===== src/rtl/mips_pkg.sv =====
// Shared MIPS pipeline definitions: register-zero index, MDU latencies, SPECIAL funct codes
// and the decode helper that derives the MDU/HI-LO class bits for the ID stage.
package mips_pkg;

  localparam logic [4:0] REG_ZERO    = 5'd0;
  localparam int         MUL_CYC_DEF = 5;
  localparam int         DIV_CYC_DEF = 32;

  localparam logic [5:0] OP_SPECIAL = 6'h00;
  localparam logic [5:0] FN_MFHI    = 6'h10;
  localparam logic [5:0] FN_MTHI    = 6'h11;
  localparam logic [5:0] FN_MFLO    = 6'h12;
  localparam logic [5:0] FN_MTLO    = 6'h13;
  localparam logic [5:0] FN_MULT    = 6'h18;
  localparam logic [5:0] FN_MULTU   = 6'h19;
  localparam logic [5:0] FN_DIV     = 6'h1A;
  localparam logic [5:0] FN_DIVU    = 6'h1B;

  typedef enum logic [1:0] {
    SCHED_RUN,
    SCHED_STALL,
    SCHED_FLUSH
  } sched_e;

  typedef struct packed {
    logic mdu_start;
    logic is_div;
    logic reads_hilo;
  } mdu_dec_t;

  function automatic mdu_dec_t decode_mdu(input logic [5:0] opcode, input logic [5:0] funct);
    mdu_dec_t d;
    d = '0;
    if (opcode == OP_SPECIAL) begin
      case (funct)
        FN_MULT, FN_MULTU:                   d.mdu_start  = 1'b1;
        FN_DIV, FN_DIVU:                     d            = '{mdu_start: 1'b1, is_div: 1'b1, reads_hilo: 1'b0};
        FN_MFHI, FN_MTHI, FN_MFLO, FN_MTLO:  d.reads_hilo = 1'b1;
        default:                             d            = '0;
      endcase
    end
    return d;
  endfunction

endpackage


===== src/rtl/mdu_busy_timer.sv =====
// Countdown of remaining MDU occupancy: loaded when a MULT/DIV issues, busy while nonzero.
module mdu_busy_timer #(
  parameter int MUL_CYC = 5,
  parameter int DIV_CYC = 32,
  parameter int CNT_W   = 6
) (
  input  logic clk,
  input  logic rst_n,
  input  logic load,
  input  logic is_div,
  output logic busy
);

  logic [CNT_W-1:0] cnt_q, cnt_d;

  always_comb begin
    cnt_d = cnt_q;
    if (load) begin
      cnt_d = is_div ? CNT_W'(DIV_CYC) : CNT_W'(MUL_CYC);
    end else if (cnt_q != '0) begin
      cnt_d = cnt_q - 1'b1;
    end
  end

  // NOTE: state registers use non-blocking assignments so every flop samples pre-edge values.
  always_ff @(posedge clk or negedge rst_n) begin
    if (!rst_n) cnt_q <= '0;
    else        cnt_q <= cnt_d;
  end

  assign busy = (cnt_q != '0);

endmodule


===== src/rtl/id_hazard_ctrl.sv =====
// Decode-stage scheduler: resolves load-use, HI/LO occupancy and taken-branch flushes,
// and drives the PC / IF-ID / ID-EX controls plus a saturating stall counter.
module id_hazard_ctrl
  import mips_pkg::*;
#(
  parameter int REG_AW  = 5,
  parameter int MUL_CYC = MUL_CYC_DEF,
  parameter int DIV_CYC = DIV_CYC_DEF,
  parameter int CNT_W   = 6,
  parameter int PERF_W  = 16
) (
  input  logic              clk,
  input  logic              rst_n,
  input  logic              id_valid,
  input  logic [REG_AW-1:0] id_rs,
  input  logic [REG_AW-1:0] id_rt,
  input  logic              id_uses_rs,
  input  logic              id_uses_rt,
  input  logic              id_mdu_start,
  input  logic              id_is_div,
  input  logic              id_reads_hilo,
  input  logic              ex_valid,
  input  logic              ex_mem_read,
  input  logic [REG_AW-1:0] ex_rt,
  input  logic              ex_br_taken,
  output logic              pc_we,
  output logic              ifid_we,
  output logic              ifid_flush,
  output logic              idex_bubble,
  output logic              mdu_issue,
  output logic              mdu_busy,
  output logic [PERF_W-1:0] stall_cnt
);

  logic              lu, mh, stall;
  sched_e            sched;
  logic [PERF_W-1:0] stall_cnt_q, stall_cnt_d;

  // Load into $0 never creates a dependency since $0 is hardwired.
  assign lu = id_valid & ex_valid & ex_mem_read & (ex_rt != '0) &
              ((id_uses_rs & (id_rs == ex_rt)) | (id_uses_rt & (id_rt == ex_rt)));
  assign mh    = id_valid & mdu_busy & (id_reads_hilo | id_mdu_start);
  assign stall = (lu | mh) & ~ex_br_taken;

  always_comb begin
    // NOTE: every output is defaulted before branching so no path can infer a latch.
    sched       = SCHED_RUN;
    pc_we       = 1'b1;
    ifid_we     = 1'b1;
    ifid_flush  = 1'b0;
    idex_bubble = 1'b0;
    mdu_issue   = 1'b0;
    if (ex_br_taken) sched = SCHED_FLUSH;
    else if (stall)  sched = SCHED_STALL;
    case (sched)
      SCHED_FLUSH: begin
        ifid_flush  = 1'b1;
        idex_bubble = 1'b1;
      end
      SCHED_STALL: begin
        pc_we       = 1'b0;
        ifid_we     = 1'b0;
        idex_bubble = 1'b1;
      end
      SCHED_RUN:   mdu_issue = id_valid & id_mdu_start;
      default:     ;
    endcase
  end

  // Busy-stalling keeps mdu_issue low while counting, so the timer never reloads mid-count.
  mdu_busy_timer #(
    .MUL_CYC(MUL_CYC),
    .DIV_CYC(DIV_CYC),
    .CNT_W  (CNT_W)
  ) u_mdu_timer (
    .clk   (clk),
    .rst_n (rst_n),
    .load  (mdu_issue),
    .is_div(id_is_div),
    .busy  (mdu_busy)
  );

  always_comb begin
    stall_cnt_d = stall_cnt_q;
    if ((sched == SCHED_STALL) && (stall_cnt_q != '1)) stall_cnt_d = stall_cnt_q + 1'b1;
  end

  always_ff @(posedge clk or negedge rst_n) begin
    if (!rst_n) stall_cnt_q <= '0;
    else        stall_cnt_q <= stall_cnt_d;
  end

  assign stall_cnt = stall_cnt_q;

endmodule


===== config.mk =====
export PLATFORM = sky130hd
export DESIGN_NAME = id_hazard_ctrl
export DESIGN_NICKNAME = d
export VERILOG_FILES = /design/src/rtl/mips_pkg.sv /design/src/rtl/mdu_busy_timer.sv /design/src/rtl/id_hazard_ctrl.sv
export SDC_FILE = /design/constraint.sdc
export NUM_CORES = 1
export LEC_CHECK = 0
export ABC_CLOCK_PERIOD_IN_PS = 2700
export CAP_MARGIN = 0
export CORE_MARGIN = 8
export CORE_UTILIZATION = 40
export DETAILED_ROUTE_END_ITERATION = 10
export PLACE_DENSITY_LB_ADDON = 0.15
export SETUP_SLACK_MARGIN = 0.05
export SLEW_MARGIN = 10
export SYNTH_ARGS = -nofsm -noshare
export SYNTH_HDL_FRONTEND = slang
export SYNTH_HIERARCHICAL = 1
export SYNTH_SLANG_ARGS = --single-unit

===== constraint.sdc =====
create_clock -name clk -period 2.7 [get_ports clk]
set_clock_uncertainty 0.2 [all_clocks]
set_input_delay 0.54 -clock clk [delete_from_list [all_inputs] [get_ports clk]]
set_output_delay 0.54 -clock clk [all_outputs]
set_load 0.03 [all_outputs]

# After elaboration in Yosys (flattened, before gate mapping)

Index checks and enable logic that the tools add are counted.

Register bits after elaboration: 22
Bits of input ports: 26
Output and inout bits: 22

Add/sub/neg operators: 2
Equal/unequal tests: 5
Multiplexer cells: 9
Bitwise operators: 14
Reduce and logical (&&, ||, !) cells: 6

Operators by type and width:

| kind                                                 | count |
|---|---|
| two-way mux 6 bit                                    | 3 |
| adder 16 x 1 -> 16 bit (second input constant)       | 1 |
| inequality test 16 bit (second input constant)       | 1 |
| bitwise AND 1 bit                                    | 10 |
| equality test 5 bit                                  | 2 |
| nonzero test 6 bit                                   | 1 |
| subtractor 6 x 1 -> 6 bit (second input constant)    | 1 |
| two-way mux 1 bit                                    | 5 |
| nonzero test 5 bit                                   | 1 |
| OR 1 bit                                             | 3 |
| equality test 2 x 1 -> 1 bit (second input constant) | 1 |
| equality test 2 bit (second input constant)          | 1 |
| logical NOT 2 bit                                    | 1 |
| two-way mux 2 bit                                    | 1 |
| nonzero test 2 bit                                   | 1 |
| OR reduction 2 bit                                   | 1 |
| logical AND 1 bit                                    | 1 |
| NOT 1 bit                                            | 1 |

# Logic depth before layout (Yosys ltp)

Gate-level depths: netlist of the first run.

Depth after elaboration: 11
Mapped depth: 10
Mapped depth without buffers: 9

# Hierarchy

The synthesis of the first run kept the hierarchy.

By module, submodules not included:

| module         | times used | cells each | area each (um^2) |
|---|---|---|---|
| id_hazard_ctrl | 1          | 101        | 1006.0 |
| mdu_busy_timer | 1          | 32         | 349.1 |

# Worst setup path after synthesis of the first run

Ideal clock, no wire load.

Path kind: reg-to-output
Start point: reg u_mdu_timer.cnt_q[3]
End point: out mdu_issue
Arrival time: 2366 ps
Slack: -406 ps
Stages on the path, launching flop included: 7
Cells stage by stage: dfrtp_1 -> nor4_4 -> and2_1 -> inv_1 -> o211ai_1 -> nand3_1 -> nor2_1

Cells in the longest elaborated chain, start to end: 9

Ends and longest elaborated chain:

| what                            | line                 | RTL |
|---|---|---|
| start, declared                 | mdu_busy_timer.sv:14 | `logic [CNT_W-1:0] cnt_q, cnt_d;` |
| start signal, assigned          | mdu_busy_timer.sv:28 | `else cnt_q <= cnt_d;` |
| nonzero test 6 bit              | mdu_busy_timer.sv:31 | `assign busy = (cnt_q != '0);` |
| named net mdu_busy              | id_hazard_ctrl.sv:31 | `output logic mdu_busy,` |
| bitwise AND 1 bit (2 in series) | id_hazard_ctrl.sv:42 | `assign mh = id_valid & mdu_busy & (id_reads_hilo \| id_mdu_start);` |
| OR 1 bit                        | id_hazard_ctrl.sv:43 | `assign stall = (lu \| mh) & ~ex_br_taken;` |
| bitwise AND 1 bit               | id_hazard_ctrl.sv:43 |  |
| two-way mux 1 bit               | id_hazard_ctrl.sv:54 | `else if (stall) sched = SCHED_STALL;` |
| two-way mux 2 bit               | id_hazard_ctrl.sv:53 | `if (ex_br_taken) sched = SCHED_FLUSH;` |
| logical NOT 2 bit               | id_hazard_ctrl.sv:55 | `case (sched)` |
| two-way mux 1 bit               | id_hazard_ctrl.sv:55 |  |
| end, declared                   | id_hazard_ctrl.sv:30 | `output logic mdu_issue,` |

The timed path passes the listed nets, and every way through them passes these cells.

# Worst setup path after layout of the first run

Start point: reg u_mdu_timer.cnt_q[2]
End point: out ifid_we

Cells in the longest elaborated chain, start to end: 9

Ends and longest elaborated chain:

| what                            | line                 | RTL |
|---|---|---|
| nonzero test 6 bit              | mdu_busy_timer.sv:31 |  |
| bitwise AND 1 bit (2 in series) | id_hazard_ctrl.sv:42 |  |
| OR 1 bit                        | id_hazard_ctrl.sv:43 |  |
| bitwise AND 1 bit               | id_hazard_ctrl.sv:43 |  |
| two-way mux 1 bit               | id_hazard_ctrl.sv:54 |  |
| two-way mux 2 bit               | id_hazard_ctrl.sv:53 |  |
| equality test 2 x 1 -> 1 bit    | id_hazard_ctrl.sv:55 |  |
| two-way mux 1 bit               | id_hazard_ctrl.sv:55 |  |
| end, declared                   | id_hazard_ctrl.sv:27 | `output logic ifid_we,` |

Every way passes these cells.

==> impl_metrics.yaml, run 1 <==
global_route:
  grt_pass1_wl_um: 5830
  grt_pass1_vias: 1337
  antenna_found_initial: 0
  grt_usage: 0.1332
  grt_max_degree: 23
  grt.overflow.total: 0
yosys:
  yosys.area.top_type: "dfrtp_1"
  yosys_warnings: 6
  synth.cell_area_um2: 1355
  yosys_register_bits: 22
  yosysUniqueCellTypes: 38
  syn_avg_cell_area_um2: 10.19
  synth_nets: 162
  synth.area.top_cells: "dfrtp_1, xnor2_1, xor2_1"
  ys.flop_type: "dfrtp_1"
  yosysSeqAreaShare: 0.4063
  yosys.area.top_type_share: 0.4063
  synthArstFlopShare: 1.000
  synth_edf_count: 0
  synthCells: 133
worst_setup_path:
  worstSetupEndpointType: "output pin"
  cp.arrival_ns: 1.91
  crit_path_cell_trace: "nor4_4 > and2_4 > inv_2 > o211ai_1 > nor2_2 > a31oi_4 > buf_6"
  crit_slowest_cell: "dfrtp_2"
  crit_buf_inv: 2
  r2r_start: "stall_cnt[0]"
  crit_path_start_kind: "register"
  cp_max_fo: 5
  required_ns: 1.96
  crit_type: "register to output pin"
  crit_start: "u_mdu_timer/cnt_q[2]"
  crit_family: "simple AND/OR/NAND/NOR gates"
  slowest_delay_ns: 0.45
layout:
  finalNetCount: 226
  area.growth.synth_to_final_pct: 50.51
  diodes: 0
  mostFrequentLayoutCell: "clkdlybuf4s50_1"
  final.fill_count: 289
  final_area_um2: 2039
  multiInputGateArea_um2: 807.0
  fin_cells: 241
  regArea_um2: 551.8
  drive_above_1_share: 0.2205
  layout_common_cells: "clkdlybuf4s50_1, dfrtp_1, buf_4, xnor2_1, xor2_1"
sta:
  timing.fmax_mhz: 376.8
  finalSetupTns_ns: 0
  worst_slew_pin_slew_ns: 0.4198
  final-hold-violation-count: 0
  setup_viol_count_final: 0
  fin_crit_sh: 0.9830
  relSlewSlack: 0.7192
  rsz0062_at_grt: "yes"
  period_needed_ns: 2.654
  final-max-slew-violation-count: 0
  whs_ns: 0.2923
clock_tree:
  cts_tree: "yes"
  cts_max_level: 1
  cts_sinks: 22
  clock_latency_ns: 0.30
  hold_buffers: 0
  path_clk_slew_ns: 0.12
  clockBufferDepth: 2
  cts_root_buffer: "clkbuf_4"
  numCtsBuffers: 3
route:
  viasPerCell: 5.008
  drt.antenna.violating_nets: 0
  wl_per_cell_um: 13.95
  drc_errors: 0
  drt_first_pass_iters: 3
  vias: 1207
  wl_um: 3362
  first_iter_violations: 52
hold_path:
  holdCritStartpoint: "stall_cnt[8]"
  hold_path_class: "register to register"
floorplanning:
  fp.dieW_um: 74.21
  core_area_um2: 3284
  die-area_um2: 5506
  chipHeight_um: 74.21
  start_util: 0.4126
  rows: 21
  io_pins: 48
power_and_ir_drop:
  power_uw: 1293
  power_density_nw_per_um2: 634.2
  irDropWorstVdd_mv: 0.2825
  leakagePower_uw: 0.0008859
placed_design:
  gp_congestion: 0.7895
  hpwl_um: 2682
  io_buffers: 47
  dpl_cell_area_um2: 1924
  dp_cells: 231
run:
  drv_cap: 0
run_status:
  status: "finished, final reports clean"
==> sequential cells by signal (all words and copies together), names as in the netlist <==
name	cells
u_mdu_timer/cnt_q	6
stall_cnt	16
==> cell families after synthesis <==
group / after synthesis / share of synthesized area
adder cells (fa/ha/maj): 3 / 0.02770
multiplexers: 3 / 0.02401
flip-flops: 22 / 0.4063
buffers and inverters: 9 / 0.03046
AO/OA/AOI/OAI: 15 / 0.09233
XOR/XNOR: 25 / 0.1671
AND/OR/NAND/NOR: 56 / 0.2521
==> final cells by class <==
| type | count | share of cell area |
|---|---|---|
| repair buffers | 62 | 0.2834 |
| inverters | 6 | 0.01104 |
| well taps | 46 | 0.02822 |
| flip-flops and latches | 22 | 0.2706 |
| multi-input cells | 102 | 0.3957 |
| clock buffers | 3 | 0.01104 |
==> worst paths after layout <==
path,slack (ns),endpoint,cells after the start
max in group asynchronous,1.69,u_mdu_timer/cnt_q[2],2
min in group asynchronous,0.37,stall_cnt[8],2
hold reg to reg,0.29,stall_cnt[8],1
setup / recovery,0.05,ifid_we,7
hold / removal,0.29,stall_cnt[8],1
setup reg to reg,0.21,stall_cnt[15],7
==> synth_stat cells (3+ instances only) <==
| library cell | n |
|---|---|
| xnor2_1 | 12 |
| dfrtp_1 | 22 |
| nand3_1 | 7 |
| nor3_1 | 7 |
| nor3b_1 | 3 |
| a21oi_1 | 3 |
| ha_1 | 3 |
| xor2_1 | 12 |
| nand2b_1 | 3 |
| nand2_1 | 11 |
| inv_1 | 6 |
| nor2_1 | 8 |
| and3_1 | 3 |
| o31ai_1 | 3 |
==> worst reg2reg max path: stages (launching register included) <==
cell and delay [ns]:
dfrtp_1 0.45, ha_1 0.24, and3_1 0.21, and4_1 0.23, a311oi_2 0.30, inv_1 0.11, or4_4 0.50, xnor2_2 0.14
==> metal layers <==
| metal | vias to the layer above | GRT usage | part of all wire | routed length (µm) |
|---|---|---|---|---|
| met4 | 0 | 0.05322 | 0.010 | 34 |
| li1 | 592 | - | - | - |
| met2 | 32 | 0.2402 | 0.53 | 1769 |
| met5 | - | 0 | 0 | 0 |
| met3 | 2 | 0.03774 | 0.072 | 243 |
| met1 | 581 | 0.1417 | 0.39 | 1315 |
==> repair_timing <==
action,4_1_cts,5_1_grt
pin swaps,3,2
setup endpoints to repair,5,6
buffers inserted,5,2
gates resized for setup,11,3
==> through the flow <==
step / util / worst slack (ns)
after floorplan: - / 0.05576
after CTS: 0.6133 / 0.03105
final: 0.6210 / 0.04598
after global routing: 0.6210 / -0.06704
after global placement: 0.5859 / -0.08568
after detailed placement: 0.5859 / -0.1600
==> power breakdown <==
part	internal [µW]	total [µW]	switching [µW]
Sequential	415	520	105
Combinational	326	627	301
Clock	52.0	147	94.5
Total	793	1290	500
No activity file was read; power rests on OpenSTA's default activity.
==> run 2: changes to the inputs <==
REMOVE_ABC_BUFFERS = 1   (was not set)
==> impl_metrics.yaml, run 2 (synthesized netlist as in run 1, its figures left out) <==
sta:
  fin_crit_sh: 0.9865
  timing.fmax_mhz: 375.4
  period_needed_ns: 2.664
  final-max-slew-violation-count: 0
  setup_viol_count_final: 0
  rsz0062_at_grt: "yes"
  worst_slew_pin_slew_ns: 0.4251
  final-hold-violation-count: 0
  finalSetupTns_ns: 0
  relSlewSlack: 0.7157
layout:
  mostFrequentLayoutCell: "clkdlybuf4s50_1"
  regArea_um2: 553.0
  finalNetCount: 224
  diodes: 0
  final.fill_count: 288
  final_core_util: 0.6259
  multiInputGateArea_um2: 808.3
  drive_above_1_share: 0.2268
  fin_cells: 240
  largest_register_ffs: 16
  area.growth.synth_to_final_pct: 51.71
  layout_common_cells: "clkdlybuf4s50_1, dfrtp_1, buf_4, xnor2_1, xor2_1"
clock_tree:
  cts_sinks: 22
  path_clk_slew_ns: 0.14
  cts_root_buffer: "clkbuf_4"
  cts_tree: "yes"
  clock_latency_ns: 0.32
  numCtsBuffers: 3
  cts_max_level: 1
  clockBufferDepth: 2
floorplanning:
  fp.dieW_um: 74.21
  core_area_um2: 3284
  die-area_um2: 5506
  io_pins: 48
  start_util: 0.4126
  chipHeight_um: 74.21
  rows: 21
placed_design:
  io_buffers: 47
  dp_cells: 231
  gp_congestion: 0.8010
  hpwl_um: 2709
worst_setup_path:
  reg2reg_depth: 7
  crit_path_start_kind: "register"
  cp_max_fo: 4
  r2r_end: "stall_cnt[15]"
  required_ns: 1.96
  cp.arrival_ns: 1.92
  crit_type: "register to output pin"
  r2r_start: "stall_cnt[0]"
  worstSetupEndpointType: "output pin"
  crit_start: "u_mdu_timer/cnt_q[5]"
  rrSetupSlack_ns: 0.27
  crit_path_end: "pc_we"
route:
  drt_first_pass_iters: 4
  viasPerCell: 4.988
  drc_errors: 0
  vias: 1197
  drt.antenna.violating_nets: 0
  wl_per_cell_um: 13.85
  wl_um: 3323
  first_iter_violations: 35
global_route:
  antenna_found_initial: 0
  grt_max_degree: 23
  grt_pass1_vias: 1324
  grt_usage: 0.1305
  grt_pass1_wl_um: 5740
  grt.overflow.total: 0
hold_path:
  holdCritStartpoint: "stall_cnt[8]"
  hold_path_class: "register to register"
power_and_ir_drop:
  power_uw: 1382
  power_density_nw_per_um2: 672.1
  irDropWorstVdd_mv: 0.2952
  leakagePower_uw: 0.0008857
run:
  drv_cap: 0
run_status:
  status: "finished, final reports clean"
-- run 2: worst min-delay path by stage --
stage,slack (ns),endpoint,depth (start not counted)
finish,0.30,stall_cnt[8],1
global route,0.33,stall_cnt[8],1
CTS,0.31,stall_cnt[8],1
detailed placement,0.29,stall_cnt[8],1
global placement,0.28,stall_cnt[8],1
floorplan,0.04,stall_cnt[0],0
-- run 2: worst max-delay path, stage by stage, from the launching register on --
cell and delay [ns]:
dfrtp_1 0.44, nor4_4 0.34, and2_4 0.20, inv_2 0.03
o211ai_1 0.11, nor2_2 0.09, a31oi_4 0.21, buf_6 0.17
-- run 2: timing repair --
| action | in CTS | in global routing |
|---|---|---|
| buffers inserted | 4 | 1 |
| pin swaps | 6 | 3 |
| hold buffers | 0 | 0 |
| setup endpoints to repair | 5 | 6 |
| resized for setup | 16 | 5 |
-- run 2: metrics by stage --
step / hold WS (ns) / setup WS, ns / cell area [µm²]
finish: 0.3017 / 0.03645 / 2056
global route: 0.3346 / -0.07676 / 2056
CTS: 0.3058 / 0.03275 / 2032
detailed placement: 0.2892 / -0.1668 / 1914
global placement: 0.2801 / -0.1141 / 1914
floorplan: 0.04441 / -0.4475 / 1336
-- run 2: area by class of cell --
type | count | area share
clock inverter | 1 | 0.01461
sequential | 22 | 0.2690
multi-input combinational | 102 | 0.3932
tap | 46 | 0.02800
timing repair buffer | 60 | 0.2733
clock buffer | 3 | 0.01096
inverter | 6 | 0.01096
-- run 2: power breakdown --
part           switching (µW)  internal (µW)  leakage [µW]  total (µW)
clock network             107            150     0.0000279         257
logic                     299            309      0.000578         608
registers                99.9            417      0.000279         517
total                     506            876      0.000886        1380
-- run 2: routing by layer --
| layer | share of wire | GRT usage |
|---|---|---|
| met1 | 0.40 | 0.1405 |
| met2 | 0.50 | 0.2305 |
| met3 | 0.091 | 0.04447 |
| met4 | 0.010 | 0.04656 |
| met5 | 0 | 0 |
==> run 3: changes to the inputs <==
CORE_ASPECT_RATIO = 1.1   (was not set)
CTS_CLUSTER_DIAMETER = 120   (was not set)
==> impl_metrics.yaml, run 3 (synthesized netlist as in run 1, its figures left out) <==
run_status:
  status: "finished, final reports clean"
global_route:
  grt_util_met3: 0.04681
  grt_pass1_wl_um: 5878
  use_met1: 0.1444
  grt_use_met2: 0.2171
  grt_pass1_vias: 1364
  grt_max_degree: 23
  antenna_found_initial: 0
  grt.overflow.total: 0
  grt_busiest_layer: "met2"
  grt_usage: 0.1281
sta:
  timing.fmax_mhz: 372.9
  fin_crit_sh: 0.9933
  finalSetupTns_ns: 0
  final-max-slew-violation-count: 0
  final-hold-violation-count: 0
  rsz0062_at_grt: "yes"
  period_needed_ns: 2.682
  setup_slack_ns: 0.01797
  setup_viol_count_final: 0
  worst_slew_pin_slew_ns: 0.5241
  relSlewSlack: 0.6495
layout:
  final_area_um2: 2062
  final.fill_count: 307
  area.growth.synth_to_final_pct: 52.17
  multiInputGateArea_um2: 833.3
  final_core_util: 0.6242
  regArea_um2: 553.0
  diodes: 0
  layout_common_cells: "clkdlybuf4s50_1, dfrtp_1, buf_4, xor2_1"
  mostFrequentLayoutCell: "clkdlybuf4s50_1"
  finalNetCount: 225
  drive_above_1_share: 0.2564
  largest_register_ffs: 16
floorplanning:
  io_pins: 48
  chipHeight_um: 77.05
  core_area_um2: 3303
  rows: 22
  die-area_um2: 5508
  fp.dieW_um: 71.50
  start_util: 0.4102
worst_setup_path:
  reg2reg_depth: 7
  critPathMostFrequentCell: "buf_4"
  crit_path_start_kind: "input port"
  crit_buf_inv: 4
  crit_start: "ex_rt[3]"
  required_ns: 1.96
  cp_max_fo: 3
  crit_family: "buffers and inverters"
  cp.arrival_ns: 1.94
  cp.depth: 8
  r2r_start: "stall_cnt[0]"
  worstSetupEndpointType: "output pin"
  crit_type: "input port to output pin"
  crit_slowest_cell: "clkdlybuf4s50_1"
  crit_path_cell_trace: "clkdlybuf4s50_1 > buf_4 > xnor2_2 > nand2_1 > o22ai_2 > buf_4 > a31oi_4 > buf_6"
  slowest_delay_ns: 0.44
clock_tree:
  cts_max_level: 1
  cts_tree: "yes"
  clockBufferDepth: 2
  numCtsBuffers: 3
  cts_root_buffer: "clkbuf_4"
  path_clk_slew_ns: 0.12
  clock_latency_ns: 0.29
  cts_sinks: 22
placed_design:
  gp_congestion: 0.7937
  dp_slack_ns: -0.1196
  io_buffers: 47
  dpl_cell_area_um2: 1917
  hpwl_um: 2796
route:
  drt_first_pass_iters: 4
  wl_per_cell_um: 15.06
  viasPerCell: 5.216
  wl_um: 3479
  drt.antenna.violating_nets: 0
  drc_errors: 0
  first_iter_violations: 53
  vias: 1205
hold_path:
  hold_path_class: "register to register"
  hold_depth: 1
  holdCritStartpoint: "stall_cnt[10]"
power_and_ir_drop:
  irDropWorstVdd_mv: 0.4469
  leakagePower_uw: 0.0008852
  power_uw: 1293
  power_density_nw_per_um2: 627.1
run:
  drv_cap: 0
==> run 3: metrics by stage <==
step / hold slack (ns) / cells
2_1_floorplan: 0.04441 / 130
6_report: 0.3012 / 231
4_1_cts: 0.3068 / 230
3_5_place_dp: 0.2900 / 223
3_3_place_gp: 0.2795 / 223
5_1_grt: 0.3418 / 231
==> run 3: path summary, 6_finish.rpt <==
check	slack [ns]	end
setup / recovery	0.02	ifid_we
hold / removal	0.30	stall_cnt[10]
setup reg to reg	0.26	stall_cnt[15]
hold reg to reg	0.30	stall_cnt[10]
max in group asynchronous	1.69	u_mdu_timer/cnt_q[3]
min in group asynchronous	0.38	stall_cnt[8]
==> run 3: where the power goes <==
part	leakage, µW	total, µW	internal [µW]	switching (µW)
clock	0.0000210	175	82.1	92.6
combinational	0.000585	602	302	301
sequential	0.000279	516	417	99.3
==> run 3: repair_timing <==
action                                  in CTS  in global routing
buffers inserted                             3                  1
pin swaps                                    5                  3
hold buffers                                 0                  0
endpoints found under the setup margin       5                 10
resized for setup                           12                 12
==> run 3: area by class of cell <==
cell class | count | area share
tap | 36 | 0.02184
sequential | 22 | 0.2682
inverter | 6 | 0.01092
multi-input combinational | 102 | 0.4041
clock buffer | 4 | 0.01760
timing repair buffer | 61 | 0.2773
==> run 3: metal layers <==
metal	routed length (µm)	up-vias
li1	-	590
met1	1461	571
met2	1668	42
met3	322	2
met4	27	0
met5	0	-
==> run 3: worst reg2reg max path: cells and delay by family (launching register included) <==
family	cells	cell delay (ns)
and+or+nand+nor	3	0.93
AOI/OAI and AO/OA	1	0.29
adders and majority gates	1	0.23
DFF	1	0.45
buffers and inverters	1	0.10
xor gates and xnor gates	1	0.14
==> RTL change, RTL diff (flow settings as in run 3) <==
`CNT_W` is set to 6 in 2 places; all go to 3.
--- a/src/rtl/mdu_busy_timer.sv
+++ b/src/rtl/mdu_busy_timer.sv
@@ -3,5 +3,5 @@
   parameter int MUL_CYC = 5,
   parameter int DIV_CYC = 32,
-  parameter int CNT_W   = 6
+  parameter int CNT_W   = 3
 ) (
   input  logic clk,
--- a/src/rtl/id_hazard_ctrl.sv
+++ b/src/rtl/id_hazard_ctrl.sv
@@ -7,5 +7,5 @@
   parameter int MUL_CYC = MUL_CYC_DEF,
   parameter int DIV_CYC = DIV_CYC_DEF,
-  parameter int CNT_W   = 6,
+  parameter int CNT_W   = 3,
   parameter int PERF_W  = 16
 ) (
Function: changed (Yosys sat finds a counterexample within 4 cycles, from zero or initial values and one cycle with rst_n low).
==> RTL change against run 3 <==
Sequential share of layout area fell by 0.97 points. Sequential cell count fell by 3. Synthesized area fell by 12%. First-iteration DRC count is 1.9% lower. Wire length down 5.9%. Non-clock buffer count did not move. Total power fell by 16%. Cell area down 11%. Largest cell class unchanged. Setup slack better by 0.092 ns. Final cell count down 7.8%. Die area is 9.8% lower.
==> RTL change: results (changes against run 3) <==
| Metric | Value |
|---|---|
| Met3 usage | 0.0292 (-0.0176) |
| Placed insts | 203 (-9.0%) |
| Clk tree area frac | 0.0150 (-0.00263) |
| Post-DP Area | 1730 sq um (-9.7%) |
| Seq/Total Area, Yosys | 0.400 (-0.00586) |
| Sw Pwr | 0.418 mW (-15%) |
| Initial DRC Count | 52 (-1.9%) |
| Detail Placement HPWL | 2640 microns (-5.4%) |
| Logic inverters | 5 (-1) |
| # nets final | 210 (-6.7%) |
| Area Overhead vs Synth | 54.9% |
| Crit path DAT | 1.85 ns (-0.09 ns) |
| #MultiIn Comb | 91 (-11%) |
| Worst VDD drop | 445 uV (-0.48%) |
| DRT met1 WL | 1240 microns (-15%) |
| Power Combinational | 0.526 mW (-13%) |
| Synth Area in XOR/XNOR | 0.176 (+0.00885) |
| Compound-cell area share of the yosys netlist | 0.0653 (-0.0270) |
| Critical path fanouts, max | 2 (-1) |
| Largest net degree at the start of global routing | 20 (-13%) |
| Post-synth top cells | dfrtp_1 (19), xor2_1 (12), nand2_1 (11) |
| Fillers | 233 (-24%) |
| Area of the core | 2800 sq um (-15%) |
| Post-CTS Resized | 11 (-1) |
| Max_slew headroom | 0.714 (+0.0645) |
| Vias | 1094 (-9.2%) |
| Post-Synth Adder-Cell Area | 0.0316 (+0.00391) |
| Multiplexer share of the synthesized area | 0.0274 (+0.00339) |
| First-pass GRT wire length | 5510 microns (-6.2%) |
| Outcome | complete, no violations |
| Drt total wl | 3270 microns (-5.9%) |
| Register bit total from synthesis | 19 (-14%) |
| WL met2 | 1760 microns (+5.7%) |
==> RTL change: changes by cell type after synthesis, sizes merged, moves of 2 or more <==
cell / before / now
xnor2: 13 / 11
o31ai: 3 / 0
a21oi: 4 / 1
dfrtp: 22 / 19
a21boi: 2 / 0
nor3: 8 / 6
==> RTL change: path summary, 6_finish.rpt <==
check | startpoint | endpoint | slack (ns) | depth (start not counted)
setup reg to reg | stall_cnt[0]$_DFFE_PN0P_ | stall_cnt[15]$_DFFE_PN0P_ | 0.27 | 7
hold reg to reg | stall_cnt[10]$_DFFE_PN0P_ | stall_cnt[10]$_DFFE_PN0P_ | 0.30 | 1
max in group asynchronous | rst_n | stall_cnt[11]$_DFFE_PN0P_ | 1.75 | 2
hold / removal | stall_cnt[10]$_DFFE_PN0P_ | stall_cnt[10]$_DFFE_PN0P_ | 0.30 | 1
setup / recovery | id_rs[1] | mdu_issue | 0.11 | 8
min in group asynchronous | rst_n | u_mdu_timer/cnt_q[0]$_DFFE_PN0P_ | 0.35 | 2
